### src/rtl/shift_sequencer.sv
// rtl/shift_sequencer.sv - multi-cycle SLL/SRL/SRA/ROL unit shifting at most STEP bits per clock
module shift_sequencer #(
    parameter int WIDTH = 32,
    parameter int STEP  = 4
) (
    input  logic                     clk,
    input  logic                     rst_n,
    input  logic                     in_valid,
    output logic                     in_ready,
    input  logic [WIDTH-1:0]         in_data,
    input  logic [$clog2(WIDTH)-1:0] in_shamt,
    input  logic [1:0]               in_op,
    output logic                     out_valid,
    input  logic                     out_ready,
    output logic [WIDTH-1:0]         out_data,
    input  logic                     abort,
    output logic                     busy
);
    localparam int SW = $clog2(WIDTH);
    // STEP may equal WIDTH, so it needs one bit more than a shift amount
    localparam logic [SW:0] STEP_W  = (SW+1)'(STEP);
    localparam logic [SW:0] WIDTH_W = (SW+1)'(WIDTH);

    typedef enum logic [1:0] {IDLE, SHIFT, DONE} state_t;

    state_t            state;
    state_t            state_next;
    logic [WIDTH-1:0]  data_q;
    logic [WIDTH-1:0]  step_res;
    logic [SW-1:0]     rem_q;
    logic [SW-1:0]     rem_next;
    logic [SW-1:0]     s;
    logic [SW:0]       rot_back;
    logic [1:0]        op_q;
    logic              accept;

    assign in_ready  = (state == IDLE) && !abort;
    assign accept    = in_valid && in_ready;
    assign out_valid = (state == DONE);
    assign busy      = (state != IDLE);

    // One partial step: shift by min(rem, STEP); rem < WIDTH so the STEP branch
    // is only taken when STEP itself fits in a shift amount.
    always_comb begin
        s        = ({1'b0, rem_q} > STEP_W) ? STEP_W[SW-1:0] : rem_q;
        rem_next = rem_q - s;
        rot_back = WIDTH_W - {1'b0, s};
        step_res = data_q;
        case (op_q)
            2'b00:   step_res = data_q << s;
            2'b01:   step_res = data_q >> s;
            // data_q[WIDTH-1] always equals the latched operand's sign under SRA
            2'b10:   step_res = $unsigned($signed(data_q) >>> s);
            default: step_res = (data_q << s) | (data_q >> rot_back);
        endcase
    end

    // Next-state logic; abort overrides everything and returns to IDLE
    always_comb begin
        state_next = state;
        case (state)
            IDLE:    if (accept) state_next = (in_shamt == '0) ? DONE : SHIFT;
            SHIFT:   if (rem_next == '0) state_next = DONE;
            DONE:    if (out_ready) state_next = IDLE;
            default: state_next = IDLE;
        endcase
        if (abort) state_next = IDLE;
    end

    // State register
    always_ff @(posedge clk or negedge rst_n) begin
        if (!rst_n) state <= IDLE;
        else        state <= state_next;
    end

    // Operand capture, stepwise shifting and result capture on entry to DONE
    always_ff @(posedge clk or negedge rst_n) begin
        if (!rst_n) begin
            data_q   <= '0;
            rem_q    <= '0;
            op_q     <= '0;
            out_data <= '0;
        end else if (accept) begin
            data_q <= in_data;
            op_q   <= in_op;
            rem_q  <= in_shamt;
            if (in_shamt == '0) out_data <= in_data;
        end else if (state == SHIFT && !abort) begin
            data_q <= step_res;
            rem_q  <= rem_next;
            if (rem_next == '0) out_data <= step_res;
        end
    end
endmodule

### config.mk
export PLATFORM = sky130hd
export DESIGN_NAME = shift_sequencer
export DESIGN_NICKNAME = d
export VERILOG_FILES = /design/src/rtl/shift_sequencer.sv
export SDC_FILE = /design/constraint.sdc
export NUM_CORES = 1
export LEC_CHECK = 0
export ABC_AREA = 1
export CELL_PAD_IN_SITES_DETAIL_PLACEMENT = 2
export CELL_PAD_IN_SITES_GLOBAL_PLACEMENT = 2
export CORE_MARGIN = 5
export CORE_UTILIZATION = 37
export DETAILED_ROUTE_END_ITERATION = 8
export DONT_BUFFER_PORTS = 1
export GPL_TIMING_DRIVEN = 1
export PLACE_DENSITY_LB_ADDON = 0.1
export SYNTH_ARGS = -nofsm -noshare
export SYNTH_HDL_FRONTEND = slang
export SYNTH_SLANG_ARGS = --single-unit
export TNS_END_PERCENT = 20
### constraint.sdc
create_clock -name clk -period 4.97 [get_ports clk]
set_input_delay 0.7455 -clock clk [delete_from_list [all_inputs] [get_ports clk]]
set_output_delay 0.7455 -clock clk [all_outputs]
set_load 0.005 [all_outputs]
==> results of run 1 <==
==> synthesized netlist by cell type (2+ instances only) <==
| master | count | share of area |
|---|---|---|
| or2_2 | 33 | 0.031 |
| buf_6 | 7 | 0.012 |
| o31ai_1 | 2 | 0.0023 |
| ha_1 | 3 | 0.0057 |
| buf_4 | 18 | 0.020 |
| clkbuf_1 | 11 | 0.0063 |
| o211ai_1 | 12 | 0.014 |
| nor2_4 | 3 | 0.0051 |
| inv_1 | 68 | 0.039 |
| and2_1 | 3 | 0.0028 |
| o21ai_0 | 26 | 0.020 |
| nand3_1 | 257 | 0.19 |
| conb_1 | 2 | 0.0011 |
| inv_2 | 8 | 0.0046 |
| o22ai_1 | 2 | 0.0019 |
| nor2_1 | 38 | 0.022 |
| nand2_2 | 4 | 0.0038 |
| nor2_2 | 7 | 0.0066 |
| o21ai_1 | 29 | 0.022 |
| nand2_1 | 418 | 0.24 |
| dfrtp_1 | 73 | 0.28 |
| nand4_1 | 16 | 0.015 |
| buf_2 | 25 | 0.019 |
| a21oi_1 | 19 | 0.014 |
| o221ai_1 | 4 | 0.0053 |
==> per-stage QoR <==
| step | std cells | utilization |
|---|---|---|
| 6_report | 1288 | 0.394 |
| 5_1_grt | 1288 | 0.394 |
| 4_1_cts | 1288 | 0.394 |
| 3_5_place_dp | 1273 | 0.378 |
| 3_3_place_gp | 1273 | 0.378 |
| 2_1_floorplan | 1101 | - |
==> placed cells by master, fill, tap and decap left out <==
master	n
a211oi_4	1
a21oi_1	19
a31oi_1	1
and2_1	3
buf_4	9
clkbuf_16	9
clkbuf_8	2
clkinv_1	1
clkinv_2	1
clkinv_4	1
clkinvlp_4	2
conb_1	2
dfrtp_1	73
ha_1	3
inv_1	68
inv_2	8
inv_4	1
nand2_1	417
nand2_2	5
nand3_1	257
nand3_2	1
nand3_4	1
nand3b_1	1
nand4_1	16
nor2_1	38
nor2_2	5
nor2_4	5
nor3_1	1
nor3_2	1
o211ai_1	12
o21ai_0	26
o21ai_1	29
o221ai_1	4
o22ai_1	2
o31ai_1	2
or2_0	1
or2_1	1
or2_2	33
xor2_1	1
==> area by class of cell <==
type,count,area [sq um],share of cell area
flip-flops and latches,73,1830,0.266
repair buffers,9,67.6,0.00985
clock inverters,4,28.8,0.00420
multi-input cells,888,4100,0.599
well taps,225,282,0.0411
inverters,78,295,0.0431
clock buffers,11,253,0.0369
==> registers in the layout, summed over array words and instances, names as in the netlist <==
signal	flops
data_q	32
op_q	2
out_data	32
rem_q	5
state	2
==> report_power, final <==
part	internal (W)	switching, W	leakage [nW]
logic	0.00106	0.00301	2.49
clock network	0.000363	0.000272	0.134
registers	0.000859	0.000265	0.940
total	0.00228	0.00355	3.57
==> per-layer routing <==
metal / track usage / vias up / wire [um]
li1: - / 3518 / -
met1: 0.428 / 3753 / 14200
met4: 0.0803 / 0 / 694
met3: 0.0556 / 46 / 1800
met2: 0.448 / 225 / 13000
met5: 0 / - / 0
==> logic make-up after synthesis <==
kind of cell,count (synthesis),share of synthesized area
flip-flops,73,0.277
XOR/XNOR,1,0.00133
buffers and inverters,140,0.103
AO/OA/AOI/OAI,96,0.0833
other,2,0.00114
AND/OR/NAND/NOR,786,0.529
adder cells (fa/ha/maj),3,0.00569
==> worst paths after layout <==
check                      depth (start not counted)      endpoint       start  slack [ns]
setup / recovery                                  15     data_q[5]    rem_q[4]        1.47
hold / removal                                     0  out_data[27]       rst_n        0.09
setup reg to reg                                  15     data_q[5]    rem_q[4]        1.47
hold reg to reg                                    2    data_q[16]  data_q[16]        0.49
max in group asynchronous                          0  out_data[11]       rst_n        4.76
min in group clk                                   2    data_q[16]  data_q[16]        0.49
==> summary.txt, run 1 <==
Status
  • Status: finished, final reports clean

GRT
  • All-layer global routing usage: 0.294
  • Initial antenna violation count: 0
  • Global-route wire length before repair: 46900 um
  • Pin count of the biggest net entering global routing: 74
  • Vias in the first global route: roughly 8000
  • Grt total ovfl: 0

Yosys
  • Post-Syn Area: 0.00660 sq mm
  • Syn Nets: 1148
  • Mapped Cells: 1101
  • Distinct cells, synth: 38
  • Number of synthesized flops with an enable pin: 0
  • Register area share after synthesis: 0.277
  • Post-synth top flop: dfrtp_1
  • Ys Warns: 0
  • Async SR Flop Fraction: 1.00
  • Syn avg cell area: approximately 6.0 sq um
  • Yosys reg bits: 73

STA
  • Post-route clock period utilization: 0.704
  • Max-slew violation count: 0
  • Headroom to the max-slew limit: 0.142
  • RSZ-0062 raised after global routing: no
  • Setup ws final: 1.47 ns
  • Slew @ Worst Pin: approximately 1.3 ns
  • Fmax: 286 MHz
  • Fin crit period: 3.50 ns
  • Setup violations, final: 0
  • Clock Skew: roughly 0.011 ns
  • Hold_ws: 0.0889 ns
  • Setup TNS: 0 ns
  • Final hold vios: 0

Setup path
  • Crit Path Class: flip-flop to flip-flop
  • Crit path max fanout: 16
  • WP data arrival: 3.73 ns
  • Slowest stage delay, CP: 0.42 ns
  • Crit start category: flip-flop
  • CP Buf/Inv Count: 2
  • Critical path, cell by cell: nor2_4 -> nand2_2 -> nor2_4 -> inv_2 -> ha_1 -> nand2_2 -> nand2_2 -> inv_1 -> nor2_1 -> nand3_1 -> nand3_1 -> nand2_1 -> nand2_1 -> nand3_1 -> nand2_1
  • Critical Path RT: 5.20 ns
  • Cell family with most CP delay: simple AND/OR/NAND/NOR gates
  • CP max-delay cell: inv_1
  • Crit. End Element: flip-flop

Clocking
  • Clock Sinks: 73
  • Hold Buf Count CTS: 0
  • CTS tree: yes
  • Post-CTS setup buffers: 0
  • Root buf cell: clkbuf_16
  • Post-CTS resize count: 0
  • CTS H-tree depth: 3
  • Clk pin slew, worst setup/hold paths: 0.06 ns
  • CTS max path bufs: 2
  • Inserted Clock Buffers: 9
  • Clk_lat worst skew: around 0.35 ns

Finish
  • Antenna cell count: 0
  • Proportion of layout cells with a drive suffix above 1: 0.0800
  • Final Net Count: between 1000 and 1500
  • Layout area overhead: 3.93%
  • Finished layout cell area: 0.00686 sq mm
  • Fillers: roughly 2300

Power
  • Power Density: 850 mW/mm^2
  • Leakage: around 3.6 nW
  • Peak supply drop: 254 uV
  • Total power: about 0.006 W

Detailed routing
  • Final ANT Viol Nets: 0
  • DR DRC count: 0
  • Per-cell routed wire length: 23.0 um
  • Starting DRT DRC Count: 574
  • DR vias: 7542
  • Post-Route WL: just under 30000 um
  • DR pass1 iterations: 5
  • Drt via density: 5.86

Floorplanning
  • Core box area: approximately 0.017 sq mm
  • Starting Density: 0.379
  • DIE AREA: between 0.02 and 0.025 sq mm
  • Chip Width: 144 um
  • Row count: 48
  • Die height: 144 um
  • IO Count: 79

Hold path
  • Hold Crit Class: input port to async pin

Placement
  • HPWL after DPL: between 20000 and 25000 um
  • Gpl congestion: 0.917
  • Post-placement cell area: approximately 0.0066 sq mm
  • Post-Place Worst Slack: 1.54 ns
  • # port buffers: 0

Flow run
  • Max-cap check violation count: 0
No activity file was read; power rests on OpenSTA's default activity.
==> run 2, diff against run 1 <==
Settings changed: CORE_UTILIZATION 37 to 31.
Clock period 4.97 ns to 3.2 ns, I/O delays scaled along.
==> run 2 against run 1 <==
- setup slack got worse by 1.1 ns
- wire length is 5.6% higher
- global-route usage down 3.2 points
- clock power grew 70%
- non-clock buffer count is 17 higher
- worst hold slack got worse by 0.075 ns
- combinational power rose by 58%
- largest cell class unchanged
- highest routed layer unchanged
==> summary.txt, run 2 (synthesis gave the netlist of run 1 again) <==
Floorplanning
  • Core box area: ~0.021 sq mm
  • Row count: 53
  • Die height: 156 um
  • IO Count: 79
  • Starting Density: 0.314
  • DIE AREA: between 0.02 and 0.025 sq mm
  • Chip Width: 156 um

Power
  • Peak supply drop: 405 uV
  • Power Density: 1300 mW/mm^2
  • Leakage: 3.67 nW

Status
  • Status: finished, final reports clean

Clocking
  • CTS H-tree depth: 3
  • Clk_lat worst skew: around 0.36 ns
  • Post-CTS resize count: 0
  • Inserted Clock Buffers: 9
  • Clock Sinks: 73
  • CTS max path bufs: 2
  • CTS tree: yes
  • Root buf cell: clkbuf_16
  • Clk pin slew, worst setup/hold paths: roughly 0.070 ns

Detailed routing
  • Met2 WL: 13500 um
  • Post-Route WL: approximately 31000 um
  • Met1 Routed Length: around 15000 um
  • Top sig layer: met4
  • DR DRC count: 0
  • Final ANT Viol Nets: 0
  • DR pass1 iterations: 5
  • DR vias: 7611
  • Drt via density: roughly 5.6
  • Per-cell routed wire length: 23.1 um
  • Starting DRT DRC Count: 504
  • Wire length on met3: 1870 um

Finish
  • Regs by FF count: data_q x32, out_data x32, rem_q x5
  • Proportion of layout cells with a drive suffix above 1: 0.0944
  • Fillers: approximately 2700
  • Most frequent cells in the layout: 417 x nand2_1, 257 x nand3_1, 73 x dfrtp_1
  • Layout area overhead: 7.40%
  • Most common cell after layout, fill and taps aside: nand2_1
  • Antenna cell count: 0
  • Core Util, Final: 0.337
  • Final Net Count: 1123

Setup path
  • Critical Path RT: 3.49 ns
  • Critical path, cell by cell: inv_2 -> nand2_2 -> buf_4 -> nand2_1 -> ha_1 -> inv_1 -> nand2_1 -> nor3_2 -> nand2_1 -> nand2_2 -> buf_4 -> nand3_1 -> nand2_1
  • Crit path max fanout: 32
  • Crit Path Class: flip-flop to flip-flop
  • Most frequent CP cell: nand2_1
  • R2R Setup Slk: 0.34 ns
  • R2R depth: 13
  • Slowest stage delay, CP: approximately 0.43 ns
  • Crit start category: flip-flop
  • Critical R2R Launch: rem_q[2]
  • WP data arrival: 3.15 ns
  • CP max-delay cell: dfrtp_1
  • Crit. End Element: flip-flop
  • RR Endpoint: out_data[29]

STA
  • Max-slew violation count: 0
  • Clock Skew: 0.0147 ns
  • RSZ-0062 raised after global routing: no
  • Slew @ Worst Pin: roughly 0.76 ns
  • Fmax: 349 MHz
  • Setup TNS: 0 ns
  • Headroom to the max-slew limit: 0.492
  • Post-route clock period utilization: 0.895
  • Setup violations, final: 0
  • Fin crit period: around 2.9 ns
  • Final hold vios: 0

GRT
  • Initial antenna violation count: 0
  • Grt total ovfl: 0
  • Global-route wire length before repair: 48800 um
  • Vias in the first global route: just over 8000
  • Pin count of the biggest net entering global routing: 74
  • All-layer global routing usage: 0.262

Placement
  • # port buffers: 0
  • HPWL after DPL: around 23000 um
  • Gpl congestion: 0.866

Hold path
  • Hold Crit Class: input port to async pin

Flow run
  • Max-cap check violation count: 0
==> run 2: worst max path at each step <==
stage / start / endpoint / slack, ns / cells after the start
after floorplan: rem_q[4] / data_q[7] / 0.70 / 17
after global placement: rem_q[2] / out_data[29] / 0.43 / 13
after detailed placement: rem_q[2] / out_data[27] / 0.36 / 13
after CTS: rem_q[2] / out_data[29] / 0.31 / 13
after global routing: rem_q[2] / data_q[5] / 0.10 / 14
final: rem_q[2] / out_data[29] / 0.34 / 13
==> run 2: what timing repair did <==
action | in CTS | in global routing
endpoints found under the setup margin | 0 | 0
hold buffers | 1 | 0
buffers inserted | 0 | 0
hold endpoints to repair | 73 | 0
==> run 2: area by class of cell <==
type,count,area [sq um],area share
timing repair buffer,26,228,0.0321
clock inverter,6,67.6,0.00954
multi-input combinational,888,4100,0.578
tap,275,344,0.0486
clock buffer,9,225,0.0318
sequential,73,1830,0.258
inverter,78,295,0.0417
==> run 2: power breakdown <==
group	leakage, nW	switching [W]	internal [W]
clock	0.138	0.000473	0.000605
sequential	0.940	0.000381	0.00133
combinational	2.59	0.00463	0.00179
==> run 2: worst max-delay path: cells and delay by family (launching register included) <==
family        cells  cell delay, ns
simple gates      8            1.21
flops             1            0.43
fa+ha+maj         1            0.22
buf+inv           4            0.93
==> run 2: per-stage QoR <==
step           hold slack (ns)  total power [W]  instances  cell area [sq um]  setup slack [ns]
2_1_floorplan            0.184          0.00597       1101               6600             0.704
3_3_place_gp             0.186          0.00793       1339               6770             0.426
3_5_place_dp             0.186          0.00805       1339               6770             0.359
4_1_cts                 0.0345          0.00922       1355               7090             0.313
5_1_grt                 0.0398           0.0101       1355               7090             0.104
6_report                0.0144          0.00921       1355               7090             0.338
==> run 2: per-layer routing <==
layer / GRT usage / vias up
met5: 0 / -
met4: 0.0650 / 0
met3: 0.0607 / 33
met2: 0.396 / 181
met1: 0.378 / 3851
li1: - / 3546
